## src/rtl/shared_arbiter.sv

```systemverilog
// Two-requester round-robin front end sharing one W-bit adder; grant 1 cycle, result 2 cycles after request edge.
// No queueing: requesters hold req until their grant; requests during CALC/DONE wait for IDLE (1 op per 3 cycles).
module shared_arbiter #(
   parameter int W = 1
) (
   input  logic         clk,
   input  logic         rst_n,
   input  logic         req0,
   input  logic [W-1:0] a0,
   input  logic [W-1:0] b0,
   input  logic         req1,
   input  logic [W-1:0] a1,
   input  logic [W-1:0] b1,
   output logic         gnt0,
   output logic         gnt1,
   output logic         sel,
   output logic         busy,
   output logic         done0,
   output logic         done1,
   output logic [W:0]   sum
);

   typedef enum logic [1:0] {IDLE, CALC, DONE} state_t;

   state_t       state_q;
   logic         last_q;
   logic         sel_q;
   logic         busy_q;
   logic         gnt0_q, gnt1_q;
   logic         done0_q, done1_q;
   logic [W-1:0] op_a_q, op_b_q;
   logic [W:0]   sum_q;

   logic         any_req;
   logic         win;
   logic [W-1:0] mux_a, mux_b;
   logic [W:0]   add_res;

   // On a tie the requester that did not win last time goes; a lone request always wins.
   assign any_req = req0 | req1;
   assign win     = (req0 & req1) ? ~last_q : req1;
   assign mux_a   = win ? a1 : a0;
   assign mux_b   = win ? b1 : b0;
   assign add_res = {1'b0, op_a_q} + {1'b0, op_b_q};

   always_ff @(posedge clk or negedge rst_n) begin
      if (!rst_n) begin
         state_q <= IDLE;
         last_q  <= 1'b1;
         sel_q   <= 1'b0;
         busy_q  <= 1'b0;
         gnt0_q  <= 1'b0;
         gnt1_q  <= 1'b0;
         done0_q <= 1'b0;
         done1_q <= 1'b0;
         op_a_q  <= '0;
         op_b_q  <= '0;
         sum_q   <= '0;
      end else begin
         case (state_q)
            IDLE: begin
               if (any_req) begin
                  op_a_q  <= mux_a;
                  op_b_q  <= mux_b;
                  sel_q   <= win;
                  last_q  <= win;
                  gnt0_q  <= ~win;
                  gnt1_q  <= win;
                  busy_q  <= 1'b1;
                  state_q <= CALC;
               end
            end
            CALC: begin
               sum_q   <= add_res;
               done0_q <= ~sel_q;
               done1_q <= sel_q;
               gnt0_q  <= 1'b0;
               gnt1_q  <= 1'b0;
               state_q <= DONE;
            end
            DONE: begin
               done0_q <= 1'b0;
               done1_q <= 1'b0;
               busy_q  <= 1'b0;
               state_q <= IDLE;
            end
            default: begin
               busy_q  <= 1'b0;
               state_q <= IDLE;
            end
         endcase
      end
   end

   assign gnt0  = gnt0_q;
   assign gnt1  = gnt1_q;
   assign sel   = sel_q;
   assign busy  = busy_q;
   assign done0 = done0_q;
   assign done1 = done1_q;
   assign sum   = sum_q;

endmodule

```

## config.mk

```make
export PLATFORM = sky130hd
export DESIGN_NAME = shared_arbiter
export DESIGN_NICKNAME = d
export VERILOG_FILES = /design/src/rtl/shared_arbiter.sv
export SDC_FILE = /design/constraint.sdc
export NUM_CORES = 1
export LEC_CHECK = 0
export ABC_AREA = 1
export CORE_UTILIZATION = 38
export CTS_BUF_LIST = sky130_fd_sc_hd__clkbuf_8
export CTS_CLUSTER_DIAMETER = 50
export CTS_CLUSTER_SIZE = 8
export DETAILED_ROUTE_END_ITERATION = 8
export PLACE_DENSITY_LB_ADDON = 0.2
export SETUP_SLACK_MARGIN = 0.02
export SLEW_MARGIN = 20
export SYNTH_ARGS = -nofsm -noshare
export SYNTH_HDL_FRONTEND = slang
export SYNTH_SLANG_ARGS = --single-unit
```

## constraint.sdc

```tcl
create_clock -name clk -period 2.1 [get_ports clk]
set_clock_uncertainty 0.1 [all_clocks]
set_input_delay 0.21 -clock clk [delete_from_list [all_inputs] [get_ports clk]]
set_output_delay 0.21 -clock clk [all_outputs]
set_load 0.01 [all_outputs]
```

==> results.cfg <==
[status]
status = completed

[setup_path]
path_max_fanout = 3
critical_path.startpoint_type = flip-flop
slowest_stage = clkdlybuf4s50_1
reg2reg_slack_ps = 710
critical_path_arrival_ps = 1140
crit_chain = clkdlybuf4s50_1
endpoint_kind = primary output
path_buf_inv = 1
cp.depth = 1
slowest_delay_ps = 540
worst-setup-path-type = reg2out
reg2reg_from = state_q[1]$_DFFE_PN0P_
critPathRequiredTime_ps = 1790
r2r.worst_path.cells = 7
worst_r2r_endpoint = gnt1$_DFFE_PN0P_
critical-path-top-delay-family = buffers and inverters

[global_route]
grt_max_degree = 14
gr-usage-all-layers_pct = 14.1
antenna_found_initial = 0
grt_pass1_vias = 483
overflow = 0
grt_pass1_wl_um = 1940

[timing]
period_needed_ps = 1450
rsz0062_at_grt = false
slew_viol_final = 0
setup_viol = 0
fin_setup_tns_ps = 0
relSlewSlack_pct = 60.7
fin_crit_sh_pct = 69.0
hold_viol = 0
worstMarginPinSlew_ps = 588
max_freq_ghz = 0.690

[die]
core_area_um2 = 1520
rows = 14
dieWidth_um = 42.7
io-pin-count = 16
dieArea_um2 = 1820
die_y_um = 42.7
start_util_pct = 41.3

[placed_design]
placement.io_buffers = 15
hpwl_um = 853
place_congestion = 0.728

[clock_tree]
insertion_delay_ps = 240
cts_setup_buffers = 0
tritoncts = built
h-tree-depth = 1
cts_resized = 0
cts.clk_slew.worst_paths_ps = 60
clock_path_buffers = 2
clkSinkCount = 13
cts_made_buffers = 3
cts_hold_buf = 0
clock_tree.root_cell = clkbuf_8

[synth]
syn-cell-area_um2 = 629
yosysMostFrequentCell = nand2_1
yosys_warnings = 0
synthArstFlopShare_pct = 100
ys_seq_area_share_pct = 51.9
synthTopCellsByCount = nand2_1 (18), dfrtp_1 (12), inv_1 (11)
ys_ff_latch = 13
syn_nets = 82
yosys-top-cells-area = dfrtp_1 (48%), nand2_1 (11%), ha_1 (9.9%)
synth_area_leader_cell = dfrtp_1
ys.flop_type = dfrtp_1
synth-edff-count = 0
netlist.area_leader.share_pct = 47.7
avgSynthCellArea_um2 = 9.12
syn_inst = 69
synth_cell_types = 15

[final_layout]
drive_above_1_share_pct = 9.09
area_delta_synth_final_pct = 34.2
diodes = 0
final_nets = 102
final_util_pct = 55.4

[pwr]
power.leakage_nw = 0.425
power_density_nw_per_um2 = 1480
power_mw = 1.25
ir_drop_v = 0.000763

[detailed_routing]
vias = 484
vias_per_cell = 4.65
drt-initial-drc-count = 5
ant_nets = 0
drc_errors = 0
drt_wl_total_um = 1080
dr.pass1.iters = 2
wire_per_inst_um = 10.4

[hold_path]
hold_class = in2async

[flow_run]
drv_cap = 0
[per-layer routing]
| layer | vias up | GRT usage (%) | routed length [um] |
|---|---|---|---|
| li1 | 256 | - | - |
| met4 | 0 | 5.63 | 17 |
| met5 | - | 0 | 0 |
| met2 | 13 | 20.0 | 455 |
| met1 | 211 | 20.3 | 559 |
| met3 | 4 | 3.83 | 51 |
[where the power goes]
group | switching (mW) | internal [mW] | leakage, nW
combinational | 0.298 | 0.287 | 0.239
sequential | 0.0638 | 0.382 | 0.159
clock | 0.0870 | 0.129 | 0.0269
[worst max-delay path by stage]
stage	from	end	slack, ps
after floorplan	state_q[0]$_DFFE_PN0P_	gnt0$_DFFE_PN0P_	850
after global placement	req1	gnt0$_DFFE_PN0P_	660
after detailed placement	req1	gnt1$_DFFE_PN0P_	610
after CTS	sel$_DFFE_PN0P_	sel	650
after global routing	state_q[0]$_DFFE_PN0P_	gnt1$_DFFE_PN0P_	590
final	sel$_DFFE_PN0P_	sel	650
[worst register-to-register path, cell delays in order (launching register included)]
cell and delay, ps:
dfrtp_1 390, inv_1 120, ha_1 270, inv_1 110
nand2_1 120, nand2_2 70, nand2_1 70, nand2_1 40
[per-stage QoR]
step | instances | hold WS (ps) | instance area (um2) | setup WS (ps)
after global routing | 104 | 310 | 845 | 595
after global placement | 100 | 365 | 800 | 662
after floorplan | 69 | -186 | 629 | 854
after CTS | 104 | 268 | 845 | 646
after detailed placement | 100 | 365 | 800 | 612
final | 104 | 245 | 845 | 652
[cell type report]
type | count | area (um2)
Fill cell | 141 | 679
Sequential cell | 13 | 327
Tap cell | 16 | 20.0
Clock inverter | 1 | 3.75
Inverter | 11 | 41.3
Clock buffer | 3 | 41.3
Timing Repair Buffer | 15 | 150
Multi-Input combinational cell | 45 | 262
[sequential cells by signal (all words and copies together) (netlist names)]
register,count
op_a_q,1
state_q,2
done1,1
sel,1
op_b_q,1
sum,2
busy,1
gnt0,1
last_q,1
done0,1
gnt1,1
[cells by family (layout without fill, tap and decap cells)]
family / Yosys count / count (layout) / synth area share, %
adders and majority gates: 5 / 5 / 9.94
DFF: 13 / 13 / 51.9
and+or+nand+nor: 29 / 29 / 19.9
muxes: 2 / 2 / 3.58
AOI/OAI and AO/OA: 9 / 9 / 8.15
buffers and inverters: 11 / 30 / 6.56
[cell usage in the layout, fill, tap and decap left out, drive strengths merged]
cell	instances
a21oi	2
clkbuf	3
clkdlybuf4s50	15
dfrtp	12
dfstp	1
ha	5
inv	12
mux2	2
nand2	19
nand3	7
nor2	3
o21ai	5
o22ai	2
No activity file was read; power rests on OpenSTA's default activity.
